**config.mk**
```make
export PLATFORM = sky130hd
export DESIGN_NAME = tri_assembler
export DESIGN_NICKNAME = d
export VERILOG_FILES = /design/src/rtl/tri_assembler.sv
export SDC_FILE = /design/constraint.sdc
export NUM_CORES = 1
export LEC_CHECK = 0
export BUFFER_PORTS_ARGS = -buffer_cell sky130_fd_sc_hd__buf_4
export CORE_MARGIN = 4
export CORE_UTILIZATION = 57
export CTS_BUF_LIST = sky130_fd_sc_hd__clkbuf_16
export CTS_CLUSTER_DIAMETER = 200
export CTS_CLUSTER_SIZE = 16
export DETAILED_ROUTE_END_ITERATION = 16
export GPL_ROUTABILITY_DRIVEN = 0
export PLACE_DENSITY = 0.94
export SYNTH_ARGS = -nofsm -noshare
export SYNTH_HDL_FRONTEND = slang
export SYNTH_SLANG_ARGS = --single-unit
```
**constraint.sdc**
```tcl
create_clock -name clk_in -period 31.3 [get_ports clk_in]
set_input_delay 4.695 -clock clk_in [delete_from_list [all_inputs] [get_ports clk_in]]
set_output_delay 4.695 -clock clk_in [all_outputs]
set_load 0.005 [all_outputs]
```
**src/rtl/tri_assembler.sv**
```systemverilog
// Groups a serial vertex stream into homogeneous 3x4 triangles with valid/ready output.
// Define TRI_ASM_STRIP_EN for triangle-strip assembly (default: triangle list).
`timescale 1ns/1ps
module tri_assembler #(
    parameter logic [31:0] W_ONE = 32'h0001_0000,
    parameter int          CNT_W = 16
) (
    input  logic                      clk_in,
    input  logic                      rst_in,
    input  logic                      vtx_valid_in,
    output logic                      vtx_ready_out,
    input  logic [31:0]               vtx_x_in,
    input  logic [31:0]               vtx_y_in,
    input  logic [31:0]               vtx_z_in,
    input  logic                      vtx_last_in,
    output logic [2:0][3:0][31:0]     homo_tri_out,
    output logic                      tri_valid_out,
    input  logic                      tri_ready_in,
    output logic                      tri_last_out,
    output logic                      partial_drop_out,
    output logic [CNT_W-1:0]          tri_count_out
);

    typedef enum logic {COLLECT, HOLD} state_e;

    state_e                  state_q, state_d;
    logic [1:0]              cnt_q, cnt_d;
    logic [1:0][3:0][31:0]   slot_q, slot_d;
    logic [2:0][3:0][31:0]   homo_tri_q, homo_tri_d;
    logic                    vtx_ready_q, vtx_ready_d;
    logic                    tri_valid_q, tri_valid_d;
    logic                    tri_last_q, tri_last_d;
    logic                    partial_drop_q, partial_drop_d;
    logic [CNT_W-1:0]        tri_count_q, tri_count_d;
`ifdef TRI_ASM_STRIP_EN
    logic                    parity_q, parity_d;
`endif

    logic [3:0][31:0] vtx_w;
    logic             vtx_fire;
    logic             tri_fire;

    assign vtx_w    = {W_ONE, vtx_z_in, vtx_y_in, vtx_x_in};
    assign vtx_fire = vtx_valid_in & vtx_ready_q;
    assign tri_fire = tri_valid_q & tri_ready_in;

    always_comb begin
        state_d        = state_q;
        cnt_d          = cnt_q;
        slot_d         = slot_q;
        homo_tri_d     = homo_tri_q;
        vtx_ready_d    = vtx_ready_q;
        tri_valid_d    = tri_valid_q;
        tri_last_d     = tri_last_q;
        partial_drop_d = 1'b0;
        tri_count_d    = tri_count_q;
`ifdef TRI_ASM_STRIP_EN
        parity_d       = parity_q;
`endif
        unique case (state_q)
            COLLECT: begin
                if (vtx_fire) begin
                    if (cnt_q == 2'd2) begin
                        homo_tri_d[2] = vtx_w;
`ifdef TRI_ASM_STRIP_EN
                        // Odd strip triangles swap the first two vertices to keep winding.
                        homo_tri_d[0] = parity_q ? slot_q[1] : slot_q[0];
                        homo_tri_d[1] = parity_q ? slot_q[0] : slot_q[1];
                        slot_d[0]     = slot_q[1];
                        slot_d[1]     = vtx_w;
`else
                        homo_tri_d[0] = slot_q[0];
                        homo_tri_d[1] = slot_q[1];
`endif
                        tri_last_d  = vtx_last_in;
                        tri_valid_d = 1'b1;
                        vtx_ready_d = 1'b0;
                        state_d     = HOLD;
                    end else if (vtx_last_in) begin
                        cnt_d          = 2'd0;
                        partial_drop_d = 1'b1;
                    end else begin
                        slot_d[cnt_q[0]] = vtx_w;
                        cnt_d            = cnt_q + 2'd1;
                    end
                end
            end
            HOLD: begin
                if (tri_fire) begin
                    tri_valid_d = 1'b0;
                    tri_last_d  = 1'b0;
                    vtx_ready_d = 1'b1;
                    tri_count_d = tri_count_q + CNT_W'(1);
                    state_d     = COLLECT;
`ifdef TRI_ASM_STRIP_EN
                    cnt_d    = tri_last_q ? 2'd0 : 2'd2;
                    parity_d = tri_last_q ? 1'b0 : ~parity_q;
`else
                    cnt_d    = 2'd0;
`endif
                end
            end
            default: state_d = COLLECT;
        endcase
    end

    always_ff @(posedge clk_in or posedge rst_in) begin
        if (rst_in) begin
            state_q        <= COLLECT;
            cnt_q          <= 2'd0;
            slot_q         <= '0;
            homo_tri_q     <= '0;
            vtx_ready_q    <= 1'b1;
            tri_valid_q    <= 1'b0;
            tri_last_q     <= 1'b0;
            partial_drop_q <= 1'b0;
            tri_count_q    <= '0;
`ifdef TRI_ASM_STRIP_EN
            parity_q       <= 1'b0;
`endif
        end else begin
            state_q        <= state_d;
            cnt_q          <= cnt_d;
            slot_q         <= slot_d;
            homo_tri_q     <= homo_tri_d;
            vtx_ready_q    <= vtx_ready_d;
            tri_valid_q    <= tri_valid_d;
            tri_last_q     <= tri_last_d;
            partial_drop_q <= partial_drop_d;
            tri_count_q    <= tri_count_d;
`ifdef TRI_ASM_STRIP_EN
            parity_q       <= parity_d;
`endif
        end
    end

    assign vtx_ready_out    = vtx_ready_q;
    assign homo_tri_out     = homo_tri_q;
    assign tri_valid_out    = tri_valid_q;
    assign tri_last_out     = tri_last_q;
    assign partial_drop_out = partial_drop_q;
    assign tri_count_out    = tri_count_q;

endmodule

```
# ---- Word-level counts from Yosys, hierarchy flattened
# Index checks and enable logic that the tools add are counted.
dict set report op_classes {
  add_sub_neg 2
  multipliers 0
  div 0
  n_lt_le_gt_ge 2
  eq_ne 5
  n_shift 0
  n_mux 27
  bitwise_logic 5
  n_reduce_logical 6
}
# op count
set ops {}
lappend ops {{256-bit bitwise mux} 1}
lappend ops {{128-bit demux with 1-bit select} 1}
lappend ops {{128-bit two-way mux} 1}
lappend ops {{16-bit by 1-bit adder with 16-bit output, second input constant} 1}
lappend ops {{1-bit two-way mux} 15}
lappend ops {{3-bit AND reduction} 3}
lappend ops {{2-bit two-way mux} 4}
lappend ops {{1-bit case mux with 2 select lines} 4}
lappend ops {{2-bit != test, second input constant} 3}
lappend ops {{2-bit case mux with 2 select lines} 1}
lappend ops {{4-bit AND reduction} 1}
lappend ops {{1-bit inverter} 3}
lappend ops {{2-bit by 1-bit adder with 2-bit output, second input constant} 1}
lappend ops {{1-bit AND} 2}
lappend ops {{2-bit == test, second input constant} 1}
lappend ops {{1-bit by 2-bit < comparator with 1-bit output, second input constant} 1}
lappend ops {{2-bit by 1-bit != test with 1-bit output, second input constant} 1}
lappend ops {{2-bit AND reduction} 1}
lappend ops {{1-bit greater-or-equal comparator, second input constant} 1}
lappend ops {{1-bit logical AND} 1}
dict set report word_totals {
  regBits 632
  latch_bits 0
  ram_bits 0
  mem_bits_ro 0
  input_bits 101
  out_inout_bits 404
  wordCells 74
  memories 0
}

# ---- Longest topological paths before layout
# Gate-level depths: netlist of run 1.
dict set report logic_depth {
  ltp_word 5
  ltp_mapped 9
  depth_no_buf 6
}

# ---- Least setup slack after synthesis of run 1
# No wires, ideal clock.
dict set report synth_timing {
  kind {input-to-reg}
  start {input port vtx_valid_in}
  end {register slot_q[32] in the netlist's numbering}
  setup_ps 125
  t_arrival_ps 5829
  t_required_ps 31175
  slack_ps 25346
  stages 6
  n_path_buf 3
  path_cell_list {nand4bb_4 -> or3_1 -> buf_2 -> buf_6 -> buf_6 -> mux2_4}
}
dict set report synth_via {
  elab_chain_cells 2
}
# item line_no
set synth_lines {}
lappend synth_lines {{start, declared} 10} ;# input logic vtx_valid_in,
lappend synth_lines {{1-bit AND} 44} ;# assign vtx_fire = vtx_valid_in & vtx_ready_q;
lappend synth_lines {{4-bit AND reduction (no source line)} --}
lappend synth_lines {{end signal, assigned} 124} ;# slot_q <= slot_d;
lappend synth_lines {{end, declared} 28} ;# logic [1:0][3:0][31:0] slot_q, slot_d;
# Every way passes these cells.
# A chain may end at the register's enable or synchronous reset.

==> summary.txt, run 1 <==
Run status
  – Outcome: finished clean

Synth
  – Synthesized area: about 20000 µm²
  – Syn Area/Cell: between 10 and 15 µm²
  – Cell with the most instances after synthesis: nand2_1
  – Synth area leader: dfrtp_1
  – Synth top area cells: dfrtp_1 (64%), nand2_1 (17%), mux2_2 (8.3%), mux2_4 (3.5%), buf_4 (3.5%)
  – Yosys top cell area share: 63.8%
  – FFs w/ async S/R, synth: between 90% and 100%
  – Synth cell count leaders: nand2_1 (881), dfrtp_1 (507), mux2_2 (146)
  – Top FF cell, synth: dfrtp_1
  – Sequential share of the synthesized area: between 60% and 70%
  – Number of flops mapped to enable cells by yosys: 0
  – Register bit total from synthesis: 508
  – Distinct cells, synth: 30
  – Synth Instances: approximately 1800
  – Synth warnings: 0

STA
  – Final Hold Viols: 0
  – Hold_ws: 0.466 ns
  – Worst rel slew slack: between 15 and 20%
  – RSZ-0062 raised after global routing: false
  – Max Freq: approximately 140 MHz
  – Max Clock Skew: ~0.014 ns
  – Fin. max-slew vios: 0
  – Final min period: 6.93 ns
  – Setup TNS: 0 ns
  – Final setup vio count: 0
  – Slew @ Worst Pin: about 1.2 ns
  – Tcrit/Tclk final: around 22%

Setup path
  – CP Data Required Time: ~32 ns
  – Cell family with most CP delay: buffers and inverters
  – Crit-path most repeated cell: buf_4
  – CP Launch Type: input pin
  – Cells along the critical path: buf_4 > inv_8 > buf_4 > buf_4
  – Crit path max-delay cell type: buf_4
  – Crit. End Element: async pin
  – Critical path arrival: around 7.4 ns
  – Crit path kind: in -> async
  – Worst Path Buf+Inv: 4
  – Crit path max fanout: 147
  – CP peak stage delay: 0.91 ns

Pwr
  – PD cells: around 47 nW/µm²
  – Pleak: between 10 and 15 nW
  – Total power: approximately 1.1 mW
  – Worst vdd ir: approximately 40 µV

Clock tree
  – TritonCTS clock tree: yes
  – Post-CTS setup buffer count: 0
  – H-tree level count: 2
  – Max Root-Sink Buffers: 3
  – Hold-fix buffer count after cts: 0
  – CTS Sinks: between 500 and 600
  – Reg clk slew, reported paths: approximately 0.07 ns
  – Root buffer cell: clkbuf_16
  – Clock Latency Late Sink: approximately 0.52 ns
  – Resized cells post-CTS: 0
  – CTS Buf Count: 37

Detailed routing
  – Residual DRC: 0
  – Routed length per placed instance: around 19 µm
  – Vias per inst: roughly 5.3
  – TritonRoute pass-1 iters: 5
  – Initial DRC count: around 800
  – Routed Antenna Nets: 0
  – Routed via count: between 10000 and 15000
  – Final wirelength: roughly 51000 µm

Global routing
  – First-pass GRT wire length: between 80000 and 90000 µm
  – Vias in the first global route: between 10000 and 15000
  – Global route overflow: 0
  – GRT Overall Usage: approximately a quarter
  – Initial antenna violation count: 7
  – Largest net degree at the start of global routing: ~150

Floorplan
  – Top Ports: 505
  – Initial Util: between 50 and 60%
  – Total core area: around 34000 µm²
  – Die extent in x: between 150 and 200 µm
  – Floorplan row count: 68
  – Die area: about 38000 µm²
  – Die height: 195 µm

Final layout
  – Non-Filler Instances: 2666
  – Area Overhead vs Synth: 20.5%
  – Nets: between 2000 and 2500
  – Layout cell share with drive strength beyond 1: 30.2%
  – Final Util: between 60% and 70%

Run
  – Max cap viols: 0

Place
  – IO buf count: between 400 and 500
  – Dpl cells: 2612
  – Detailed placement HPWL: approximately 34000 µm

Min path
  – HP Class: reg -> reg
## worst paths after layout
kind	startpoint	endpoint	slack, ns	depth (start not counted)
max	rst_in	homo_tri_out[56]	24.37	4
min	slot_q[63]	homo_tri_out[63]	0.47	2
max reg2reg	cnt_q[0]	homo_tri_out[198]	28.10	8
min reg2reg	slot_q[63]	homo_tri_out[63]	0.47	2
max in group clk_in	vtx_valid_in	homo_tri_out[303]	24.45	6
min in group asynchronous	rst_in	homo_tri_out[85]	4.39	2
## cell usage in the layout (no fill, tap or decap), types with 2 or more instances in the layout
cell	instances
xor2_1	3
xnor2_1	12
nand3_1	9
mux2_2	146
ha_1	2
buf_4	423
mux2_4	47
dfrtp_1	507
nand2_1	881
clkbuf_16	39
nand4_1	2
diode_2	7
and3_1	5
a21oi_1	2
nor2_1	4
conb_1	93
nand3b_1	2
nand2b_1	3
or3_4	2
inv_1	9
## through the flow
stage	setup slack [ns]	instance area [µm²]
5_1_grt	23.90	24000
3_5_place_dp	23.72	22900
3_3_place_gp	23.77	22900
4_1_cts	24.27	23900
2_1_floorplan	12.42	20200
6_report	24.37	24000
## cell families after synthesis
family          Yosys count  synth area share (%)
buf+inv                 185                  5.61
other cells               1                0.0189
simple gates            915                  17.7
fa+ha+maj                 2                 0.126
xor+xnor                 15                 0.661
flops                   508                  63.9
compound gates            4                 0.120
mux                     193                  11.8
## worst reg2reg max path: stages (launching register included)
cell and delay (ns):
dfrtp_1 0.40, inv_1 0.09, ha_1 0.17, nand3_1 0.17, nor2_4 0.11, buf_4 0.81, buf_4 1.00, nand2_1 0.24
nand2_1 0.14
## routing by layer
| metal | global-route usage (%) | up-vias | wire length (µm) |
|---|---|---|---|
| met4 | 12.9 | 0 | 2660 |
| met2 | 44.6 | 636 | 26100 |
| met3 | 6.29 | 146 | 3770 |
| li1 | - | 6253 | - |
| met5 | 0 | - | 0 |
| met1 | 31.5 | 7000 | 18500 |
## area by class of cell
type | instances | area (µm²)
Sequential cell | 508 | 12700
Fill cell | 2272 | 10500
Multi-Input combinational cell | 1222 | 6430
Timing Repair Buffer | 423 | 3180
Clock buffer | 39 | 976
Tap cell | 455 | 569
Clock inverter | 8 | 61.3
Inverter | 4 | 22.5
Antenna cell | 7 | 17.5
## report_power, final
| part | leakage [nW] | switching (mW) | internal [mW] | total [mW] |
|---|---|---|---|---|
| Clock | 0.531 | 0.214 | 0.230 | 0.445 |
| Sequential | 7.09 | 0 | 0.656 | 0.656 |
| Combinational | 6.49 | 0.0223 | 0.00905 | 0.0313 |
| Total | 14.1 | 0.237 | 0.895 | 1.13 |
## flip-flops by register name, indices dropped and copies added (netlist names)
name,flops
homo_tri_out,291
slot_q,194
tri_count_out,16
cnt_q,2
partial_drop_out,1
state_q,1
tri_last_out,1
tri_valid_out,1
vtx_ready_out,1
(Power assumes the default switching activity.)
==> inputs of run 2 (changes only) <==
--- a/config.mk
+++ b/config.mk
@@ -5,15 +5,17 @@
 export SDC_FILE = /design/constraint.sdc
 export NUM_CORES = 1
 export LEC_CHECK = 0
+export ABC_AREA = 1
 export BUFFER_PORTS_ARGS = -buffer_cell sky130_fd_sc_hd__buf_4
+export CORE_ASPECT_RATIO = 1.4
 export CORE_MARGIN = 4
-export CORE_UTILIZATION = 57
+export CORE_UTILIZATION = 53
 export CTS_BUF_LIST = sky130_fd_sc_hd__clkbuf_16
 export CTS_CLUSTER_DIAMETER = 200
 export CTS_CLUSTER_SIZE = 16
 export DETAILED_ROUTE_END_ITERATION = 16
 export GPL_ROUTABILITY_DRIVEN = 0
-export PLACE_DENSITY = 0.94
+export PLACE_DENSITY = 0.89
 export SYNTH_ARGS = -nofsm -noshare
 export SYNTH_HDL_FRONTEND = slang
 export SYNTH_SLANG_ARGS = --single-unit
==> constraint.sdc (replaced) <==
create_clock -name clk_in -period 6.47 [get_ports clk_in]
set_input_delay 0.9705 -clock clk_in [delete_from_list [all_inputs] [get_ports clk_in]]
set_output_delay 0.9705 -clock clk_in [all_outputs]
set_load 0.005 [all_outputs]
==> summary.txt, run 2 <==
Run status
  – Outcome: finished clean

Detailed routing
  – Vias per inst: just over 5
  – Residual DRC: 0
  – Initial DRC count: between 1000 and 1500
  – Routed Antenna Nets: 0
  – Final wirelength: between 50000 and 60000 µm
  – TritonRoute pass-1 iters: 5
  – Routed via count: ~15000
  – Routed length per placed instance: 17.5 µm

Clock tree
  – Hold-fix buffer count after cts: 0
  – Root buffer cell: clkbuf_16
  – TritonCTS clock tree: yes
  – CTS Sinks: roughly 500
  – Clock Latency Late Sink: around 0.54 ns
  – Reg clk slew, reported paths: approximately 0.07 ns
  – Resized cells post-CTS: 0
  – H-tree level count: 2
  – Max Root-Sink Buffers: 3
  – Post-CTS setup buffer count: 0
  – CTS Buf Count: 37

Run
  – Max cap viols: 0

Floorplan
  – Die area: about 40000 µm²
  – Total core area: between 30000 and 40000 µm²
  – Die extent in x: 170 µm
  – Floorplan row count: just over 80
  – Top Ports: between 500 and 600
  – Initial Util: between 50% and 60%
  – Die height: approximately 240 µm

STA
  – RSZ-0062 raised after global routing: false
  – Setup ws final: 3.33 ns
  – Final Hold Viols: 0
  – Final min period: 3.14 ns
  – Max Clock Skew: between 0.015 and 0.02 ns
  – Slew @ Worst Pin: ~1.2 ns
  – Fin. max-slew vios: 0
  – Tcrit/Tclk final: 48.5%
  – Final setup vio count: 0
  – Max Freq: roughly 320 MHz
  – Worst rel slew slack: roughly a fifth

Synth
  – Distinct cells, synth: 24
  – Synthesized area: approximately 20000 µm²
  – Number of flops mapped to enable cells by yosys: 0
  – Sequential share of the synthesized area: about two thirds
  – Synth top area cells: dfrtp_1 (65%), nand2_1 (17%), o21ai_1 (4.4%), buf_4 (4.0%), o21ai_0 (3.1%)
  – Yosys top cell area share: between 60 and 70%
  – Synth Instances: just over 2000
  – Register bit total from synthesis: roughly 510
  – FFs w/ async S/R, synth: 100%
  – Cell with the most instances after synthesis: nand2_1
  – Synth area leader: dfrtp_1
  – Synth cell count leaders: nand2_1 (911), dfrtp_1 (507), o21ai_1 (171)
  – Syn Area/Cell: between 9 and 10 µm²
  – Synth warnings: 0
  – Top FF cell, synth: dfrtp_1

Final layout
  – Multi-input logic area: between 5000 and 6000 µm²
  – Fillers: ~2700
  – Commonest non-fill, non-tap cell in the layout: nand2_1
  – Max reg flops: between 200 and 300
  – Area Overhead vs Synth: 20.6%
  – Non-Filler Instances: 2912
  – Nets: 2539
  – Most frequent cells in the layout: nand2_1 (911), dfrtp_1 (507), buf_4 (426)
  – Layout cell share with drive strength beyond 1: between 10% and 20%
  – Final Util: 64.5%
  – Register Area: ~13000 µm²

Min path
  – Hold Path Stages: 2
  – Hold wc startpoint: slot_q[158]
  – HP Class: reg -> reg
  – Hold EP: homo_tri_out[158]

Setup path
  – Crit. End Element: register
  – Length in cells of the worst reg-to-reg path: 6
  – Critical path arrival: 3.51 ns
  – Worst r2r src: cnt_q[0]
  – Crit path kind: reg -> reg
  – CP Data Required Time: 6.84 ns
  – Reg-to-reg endpoint: homo_tri_out[342]
  – CP Launch Type: register
  – R2r setup slk: 3.33 ns
  – Crit path max fanout: 114

Pwr
  – PD cells: between 200 and 250 nW/µm²
  – Total power: ~5.5 mW
  – Pleak: 13.2 nW
  – Worst vdd ir: ~220 µV

Place
  – Detailed placement HPWL: roughly 35000 µm
  – IO buf count: approximately 400
  – Dpl ws: ~3 ns
  – Dpl cells: approximately 2900

Global routing
  – GRT Overall Usage: approximately 25%
  – Largest net degree at the start of global routing: roughly 170
  – Vias in the first global route: about 15000
  – Global route overflow: 0
  – First-pass GRT wire length: between 80000 and 90000 µm
  – Initial antenna violation count: 0
==> run 2: how the worst max path moves through the flow <==
| stage | startpoint | cells after the start | end | slack, ns |
|---|---|---|---|---|
| final | cnt_q[0] | 6 | homo_tri_out[342] | 3.33 |
| after global routing | cnt_q[0] | 6 | homo_tri_out[342] | 3.11 |
| after CTS | cnt_q[0] | 6 | homo_tri_out[328] | 3.36 |
| after detailed placement | vtx_valid_in | 5 | homo_tri_out[328] | 3.08 |
| after global placement | vtx_valid_in | 5 | homo_tri_out[291] | 3.25 |
| after floorplan | rst_in | 1 | cnt_q[0] | -1.40 |
==> run 2: kinds of logic after synthesis <==
group           count (synthesis)  share of synthesized area (%)
compound gates                295                           7.55
xor+xnor                        9                          0.403
fa+ha+maj                       2                          0.128
buf+inv                       315                           8.41
flops                         508                           65.0
other cells                     1                         0.0192
simple gates                  947                           18.5
==> run 2: metrics by stage <==
| step | setup TNS, ns | cell area [µm²] | hold slack (ns) |
|---|---|---|---|
| 2_1_floorplan | -707.80 | 19900 | 0.420 |
| 3_3_place_gp | 0 | 22600 | 0.433 |
| 3_5_place_dp | 0 | 22600 | 0.441 |
| 4_1_cts | 0 | 23600 | 0.447 |
| 5_1_grt | 0 | 23600 | 0.460 |
| 6_report | 0 | 23600 | 0.451 |
==> run 2: final cells by class <==
cell class | instances | share of cell area, %
well taps | 467 | 2.48
clock inverters | 8 | 0.260
inverters | 115 | 1.87
clock buffers | 39 | 4.14
multi-input cells | 1346 | 23.6
flip-flops and latches | 508 | 53.9
repair buffers | 428 | 13.7
diodes | 1 | 0.0106
==> run 2: routing by layer <==
metal | up-vias | track usage (%) | share of wire, %
met3 | 164 | 5.19 | 7.4
li1 | 6939 | - | -
met2 | 691 | 42.6 | 51
met4 | 0 | 13.4 | 6.2
met5 | - | 0 | 0
met1 | 7257 | 29.5 | 36
==> run 2: power by group <==
group          internal [mW]  total, mW  leakage [nW]  switching, mW
registers               3.17       3.17          7.07              0
logic                 0.0470      0.166          5.64          0.119
clock network           1.11       2.16         0.531           1.05
==> run 2: worst max-delay path: stages, from the launching register on <==
cell and delay [ns]:
dfrtp_1 0.40, inv_1 0.12, ha_1 0.27, nand4_4 0.15, buf_4 0.77, buf_4 0.90
o21ai_0 0.23
